### src/rtl/pipe_skid_reg.sv
// Pipeline stage register with valid/ready handshake and a one-entry skid buffer.
// Both handshake outputs decode registered state only, so no ready path runs through the stage.
module pipe_skid_reg #(
    parameter int WIDTH = 16
) (
    input  logic             clk,
    input  logic             rst_n,
    input  logic             flush,
    input  logic             in_valid,
    output logic             in_ready,
    input  logic [WIDTH-1:0] in_data,
    output logic             out_valid,
    input  logic             out_ready,
    output logic [WIDTH-1:0] out_data,
    output logic [1:0]       occupancy
);

    typedef enum logic [1:0] {
        EMPTY = 2'd0,
        BUSY  = 2'd1,
        FULL  = 2'd2
    } state_t;

    state_t           state_q;
    state_t           state_d;
    logic [WIDTH-1:0] main_q;
    logic [WIDTH-1:0] main_d;
    logic [WIDTH-1:0] skid_q;
    logic [WIDTH-1:0] skid_d;
    logic             accept;
    logic             drain;

    assign out_valid = (state_q != EMPTY);
    assign in_ready  = (state_q != FULL);
    assign out_data  = main_q;
    assign occupancy = state_q;

    assign accept = in_valid & in_ready;
    assign drain  = out_valid & out_ready;

    always_ff @(posedge clk or negedge rst_n) begin
        if (!rst_n) begin
            state_q <= EMPTY;
            main_q  <= '0;
            skid_q  <= '0;
        end else begin
            state_q <= state_d;
            main_q  <= main_d;
            skid_q  <= skid_d;
        end
    end

    // Flush wins over every handshake; data registers keep stale contents, only state clears.
    always_comb begin
        state_d = state_q;
        main_d  = main_q;
        skid_d  = skid_q;
        if (flush) begin
            state_d = EMPTY;
        end else begin
            unique case (state_q)
                EMPTY: begin
                    if (accept) begin
                        state_d = BUSY;
                        main_d  = in_data;
                    end
                end
                BUSY: begin
                    if (accept && drain) begin
                        main_d = in_data;
                    end else if (accept) begin
                        state_d = FULL;
                        skid_d  = in_data;
                    end else if (drain) begin
                        state_d = EMPTY;
                    end
                end
                FULL: begin
                    if (drain) begin
                        state_d = BUSY;
                        main_d  = skid_q;
                    end
                end
                default: begin
                    state_d = EMPTY;
                end
            endcase
        end
    end

endmodule

### config.mk
export PLATFORM = sky130hd
export DESIGN_NAME = pipe_skid_reg
export DESIGN_NICKNAME = d
export VERILOG_FILES = /design/src/rtl/pipe_skid_reg.sv
export SDC_FILE = /design/constraint.sdc
export NUM_CORES = 1
export LEC_CHECK = 0
export CORE_MARGIN = 3
export CORE_UTILIZATION = 44
export DETAILED_ROUTE_END_ITERATION = 10
export MAX_ROUTING_LAYER = met4
export PLACE_DENSITY = 0.86
export SYNTH_ARGS = -nofsm -noshare
export SYNTH_HDL_FRONTEND = slang
export SYNTH_SLANG_ARGS = --single-unit
### constraint.sdc
create_clock -name clk -period 1.5 [get_ports clk]
set_input_delay 0.225 -clock clk [delete_from_list [all_inputs] [get_ports clk]]
set_output_delay 0.225 -clock clk [all_outputs]
set_load 0.02 [all_outputs]
==> impl_metrics.env, run 1 <==
export IMPL_core_area_um2=3495
export IMPL_arrival_ns=1.71
export IMPL_dp_slack_ns=-0.3668
export IMPL_seq_area_um2=853.3
export IMPL_required_ns=1.68
export IMPL_root_buffer="clkbuf_8"
export IMPL_yosysSeqAreaShare=0.5113
export IMPL_rows=21
export IMPL_end_kind="flop"
export IMPL_cp_slowest_cell="dfrtp_2"
export IMPL_max_slew_margin=0.7116
export IMPL_clock_skew_ns=0.006272
export IMPL_dp_hpwl_um=2413
export IMPL_clock_path_buffers=2
export IMPL_yosys_cell_types_count=21
export IMPL_ys_ff_latch=34
export IMPL_dr_first_iter_drc_count=27
export IMPL_grt_setup_unrepaired="yes"
export IMPL_crit_type="reg2reg"
export IMPL_whs_ns=0.3373
export IMPL_htreeDepth=2
export IMPL_die_y_um=67.50
export IMPL_powerDensity_nw_per_um2=1167
export IMPL_design_area_um2=2415
export IMPL_ios=41
export IMPL_r2r_setup_slack_ns=-0.03
export IMPL_grt_util_all_layers=0.1757
export IMPL_fill_cells=240
export IMPL_cp_max_fo=7
export IMPL_worst_hold_path_type="in2async"
export IMPL_report_final_slew_viol_count=0
export IMPL_die_width_um=67.50
export IMPL_holdBufCountCts=0
export IMPL_synth_top_cell_by_area="dfrtp_1"
export IMPL_area_growth_pct=45.11
export IMPL_worstMarginPinSlew_ns=0.4326
export IMPL_dpl_instance_area_um2=2196
export IMPL_drv_cap=0
export IMPL_ir_worst_vdd_mv=0.6612
export IMPL_status="finished with violations"
export IMPL_dieArea_um2=4556
export IMPL_dr_pass1_iters=4
export IMPL_antenna_found_initial=0
export IMPL_hold_viol=0
export IMPL_fin_util=0.6910
export IMPL_finalWorstSetupSlack_ns=-0.03159
export IMPL_diodes=0
export IMPL_drt_wirelength_per_cell_um=16.93
export IMPL_synthTopCellsByArea="dfrtp_1 51%, mux2_4 23%, mux2_2 14%"
export IMPL_initial_core_util=0.4762
export IMPL_totalNegativeSetupSlack_ns=-0.3151
export IMPL_clkSinkCount=34
export IMPL_syn_avg_cell_area_um2=16.31
export IMPL_p_leak_nw=1.208
export IMPL_tritoncts="done"
export IMPL_syn_nets=123
export IMPL_layout_drive_gt1_share=0.5123
export IMPL_finalSetupViolCount=16
export IMPL_max_freq_mhz=652.9
export IMPL_cp_slowest_stage_delay_ns=0.47
export IMPL_drc=0
export IMPL_wirelength_um=3521
export IMPL_num_vias=1055
export IMPL_mostFrequentLayoutCells="46 x mux2_4, 32 x dfrtp_1, 19 x clkdlybuf4s50_1, 12 x dlymetal6s2s_1, 12 x buf_4"
export IMPL_grt_overflow=0
export IMPL_port_buffers=40
export IMPL_r2r_start="occupancy[0]"
export IMPL_numCtsBuffers=5
export IMPL_grt_pass1_wl_um=5609
export IMPL_vias_per_cell=5.072
export IMPL_yosys_warnings=0
export IMPL_cp_common_cell="mux2_4"
export IMPL_finalCritPeriodShare=1.021
export IMPL_startpoint_type="flop"
export IMPL_fin_crit_ns=1.532
export IMPL_syn_inst=102
export IMPL_synthDominantCellAreaShare=0.5113
export IMPL_gp_congestion=0.8850
export IMPL_multi_input_area_um2=848.3
export IMPL_final_common_cell="mux2_4"
export IMPL_nets=182
export IMPL_clkLatencyLatePin_ns=0.29
export IMPL_grt_pass1_vias=1172
export IMPL_violations="setup timing"
export IMPL_clk_pin_slew_ns=0.07
export IMPL_netlist_area_um2=1664
export IMPL_r2r_cells=4
export IMPL_grt_max_degree=35
export IMPL_reg2reg_to="out_data[10]"
export IMPL_drtAntennaViolNets=0
export IMPL_worstPathCellList="nor2b_4 > buf_6 > mux2_4 > mux2_4"
[cells in the mapped netlist]
library cell / instances
dfrtp_1: 34
mux2_4: 26
mux2_2: 20
buf_6: 3
a21oi_1: 2
mux2_1: 2
a21oi_4: 1
buf_12: 1
inv_1: 1
nand2_1: 1
nand2_2: 1
nand2b_2: 1
nand3b_1: 1
nor2_1: 1
nor2b_1: 1
nor2b_2: 1
nor3_1: 1
nor3b_4: 1
o21a_1: 1
o22a_1: 1
or2_2: 1
[layout make-up]
cell class | instances | area share
clock buffers | 6 | 0.03420
clock inverters | 2 | 0.005181
well taps | 46 | 0.02383
multi-input cells | 63 | 0.3513
flip-flops and latches | 34 | 0.3534
repair buffers | 56 | 0.2306
inverters | 1 | 0.001554
[power by group]
group	switching, mW	internal [mW]	leakage [nW]
Sequential	0.129	1.13	0.408
Clock	0.341	0.369	0.0472
Combinational	0.310	0.535	0.753
Total	0.781	2.04	1.21
[metal layers]
layer	vias up	GRT usage	routed length, um
met3	5	0.06822	226
met5	-	-	0
met4	0	0.07089	45
li1	479	-	-
met2	35	0.2722	1708
met1	536	0.2038	1540
[cells by family after synthesis]
family | after synthesis | share of synthesized area
flops | 34 | 0.5113
mux | 48 | 0.3835
compound gates | 5 | 0.02557
simple gates | 10 | 0.04512
buf+inv | 5 | 0.03458
[critical path: cells and delay by family (launching register included)]
family | cells | cell delay [ns]
AND/OR/NAND/NOR | 1 | 0.20
buffers and inverters | 1 | 0.18
multiplexers | 2 | 0.57
flip-flops | 1 | 0.47
[worst max-delay path by stage]
stage                     slack (ns)           end          from
after floorplan                 -0.1     skid_q[0]  occupancy[1]
after global placement         -0.27   out_data[6]     out_ready
after detailed placement       -0.37  out_data[10]     out_ready
after CTS                      -0.02   out_data[1]  occupancy[0]
after global routing           -0.09   out_data[1]  occupancy[0]
final                          -0.03  out_data[10]  occupancy[0]
[registers in the layout, indices dropped and copies added, names as in the netlist]
| name | count |
|---|---|
| occupancy | 2 |
| out_data | 16 |
| skid_q | 16 |
[stage by stage]
step	total power, mW	std cells
finish	2.818	208
global route	2.950	208
CTS	2.830	207
global placement	2.046	197
floorplan	1.721	102
detailed placement	2.085	197
[timing repair]
action | in CTS | in global routing
pin swaps | 1 | 0
setup buffers | 2 | 1
endpoints found under the setup margin | 31 | 46
gates resized for setup | 31 | 20
(Power assumes the default switching activity.)
==> run 2: changes to the inputs <==
CORE_MARGIN = 10   (was 3)
==> run 2 against run 1 <==
Compared with the run above: the run still ends with setup timing left; clock skew is 0.0018 ns higher; critical path depth stayed put; wire length is 14% higher; clock power is 48% higher; critical endpoint is now out_data[7]; highest routed layer unchanged.
==> impl_metrics.env, run 2 (synthesis gave the netlist of run 1 again) <==
export IMPL_finalCritPeriodShare=1.045
export IMPL_diodes=0
export IMPL_clkSinkCount=34
export IMPL_dp_hpwl_um=2651
export IMPL_grt_pass1_vias=1173
export IMPL_powerDensity_nw_per_um2=1267
export IMPL_rows=22
export IMPL_grt_util_met1=0.1480
export IMPL_layout_drive_gt1_share=0.5093
export IMPL_fill_cells=245
export IMPL_num_vias=1067
export IMPL_die_width_um=81.50
export IMPL_clock_skew_ns=0.008085
export IMPL_dp_cells=196
export IMPL_met3_usage=0.04258
export IMPL_wirelength_um=4004
export IMPL_end_kind="flop"
export IMPL_worst_hold_path_type="in2async"
export IMPL_area_growth_pct=51.50
export IMPL_startpoint_type="flop"
export IMPL_drc=0
export IMPL_root_buffer="clkbuf_8"
export IMPL_fin_crit_ns=1.568
export IMPL_dr_pass1_iters=3
export IMPL_grt_util_all_layers=0.1237
export IMPL_tritoncts="done"
export IMPL_finalWorstSetupSlack_ns=-0.06782
export IMPL_total_power_mw=3.193
export IMPL_initial_core_util=0.4545
export IMPL_final_cells=209
export IMPL_htreeDepth=2
export IMPL_dp_slack_ns=-0.3659
export IMPL_grt_met2_usage=0.1904
export IMPL_port_buffers=40
export IMPL_status="finished with violations"
export IMPL_drt_wirelength_per_cell_um=19.16
export IMPL_grt_max_degree=35
export IMPL_cp_max_fo=8
export IMPL_dieArea_um2=6642
export IMPL_vias_per_cell=5.105
export IMPL_clk_pin_slew_ns=0.07
export IMPL_ios=41
export IMPL_worstMarginPinSlew_ns=0.2773
export IMPL_clkLatencyLatePin_ns=0.29
export IMPL_drv_cap=0
export IMPL_grt_setup_unrepaired="yes"
export IMPL_crit_type="reg2reg"
export IMPL_grt_pass1_wl_um=6051
export IMPL_finalSetupViolCount=25
export IMPL_nets=181
export IMPL_hold_viol=0
export IMPL_mostFrequentLayoutCells="47 x mux2_4, 32 x dfrtp_1, 20 x clkdlybuf4s50_1, 10 x dlymetal6s2s_1, 8 x dlygate4sd2_1"
export IMPL_drtAntennaViolNets=0
export IMPL_antenna_found_initial=0
export IMPL_core_area_um2=3661
export IMPL_dr_first_iter_drc_count=60
export IMPL_report_final_slew_viol_count=0
export IMPL_grt_busiest_layer="met2"
export IMPL_required_ns=1.67
export IMPL_gp_congestion=0.7533
export IMPL_arrival_ns=1.74
export IMPL_p_leak_nw=1.236
export IMPL_ir_worst_vdd_mv=0.7515
export IMPL_final_common_cell="mux2_4"
export IMPL_max_slew_margin=0.8146
export IMPL_numCtsBuffers=5
export IMPL_violations="setup timing"
export IMPL_whs_ns=0.3033
export IMPL_clock_path_buffers=2
export IMPL_die_y_um=81.50
export IMPL_max_freq_mhz=637.8
export IMPL_grt_overflow=0
run 2: changes by cell type in the layout (fill, tap and decap cells not counted), sizes merged:
cell	delta
clkdlybuf4s50	+1
clkinvlp	-1
buf	-2
dlygate4sd2	+2
clkdlybuf4s15	-1
bufinv	+2
dlymetal6s2s	-2
clkbuf	+1
clkinv	-1
run 2: what timing repair did:
action	4_1_cts	5_1_grt
buffers inserted	3	1
hold buffers	0	0
pin swaps	0	1
gates resized for setup	29	27
gates cloned	1	1
endpoints found under the setup margin	39	43
run 2: worst paths after layout:
check,start,to,slack (ns),cells past startpoint
worst max-delay path,occupancy[0],out_data[7],-0.07,4
worst min-delay path,rst_n,out_data[13],0.30,2
worst max register to register,occupancy[0],out_data[7],-0.07,4
worst min register to register,out_data[10],out_data[10],0.51,1
max in group asynchronous,rst_n,occupancy[0],1.00,2
min in group clk,out_ready,occupancy[1],0.35,3
run 2: area by class of cell:
type,count,area [um^2],area share
repair buffers,55,609.3,0.2417
multi-input cells,63,852.1,0.3380
flip-flops and latches,34,853.3,0.3385
inverters,1,3.754,0.001489
well taps,48,60.06,0.02382
clock inverters,2,60.06,0.02382
clock buffers,6,82.58,0.03275
run 2: through the flow:
step           utilization  setup TNS, ns  instance area, um^2
2_1_floorplan            -         -1.871                 1682
3_3_place_gp        0.6012         -7.841                 2201
3_5_place_dp        0.6012         -10.50                 2201
4_1_cts             0.6664        -0.4087                 2440
5_1_grt             0.6887         -2.311                 2521
6_report            0.6887        -0.8577                 2521
run 2: per-layer routing:
layer  routed length, um  up-vias  part of all wire
met5                   0        -                 0
met4                  57        0             0.014
met3                 262        6             0.065
met2                1901       38              0.47
met1                1784      539              0.45
li1                    -      484                 -
run 2: worst max-delay path, cell delays in order, from the launching register on:
cell and delay, ns:
dfrtp_2 0.47, nor2b_4 0.22, buf_8 0.18, mux2_4 0.31, mux2_4 0.26
run 2: power breakdown:
part / internal (mW) / switching (mW) / leakage (nW)
Clock: 0.709 / 0.345 / 0.0714
Combinational: 0.548 / 0.324 / 0.756
Sequential: 1.13 / 0.134 / 0.408
Total: 2.39 / 0.803 / 1.24
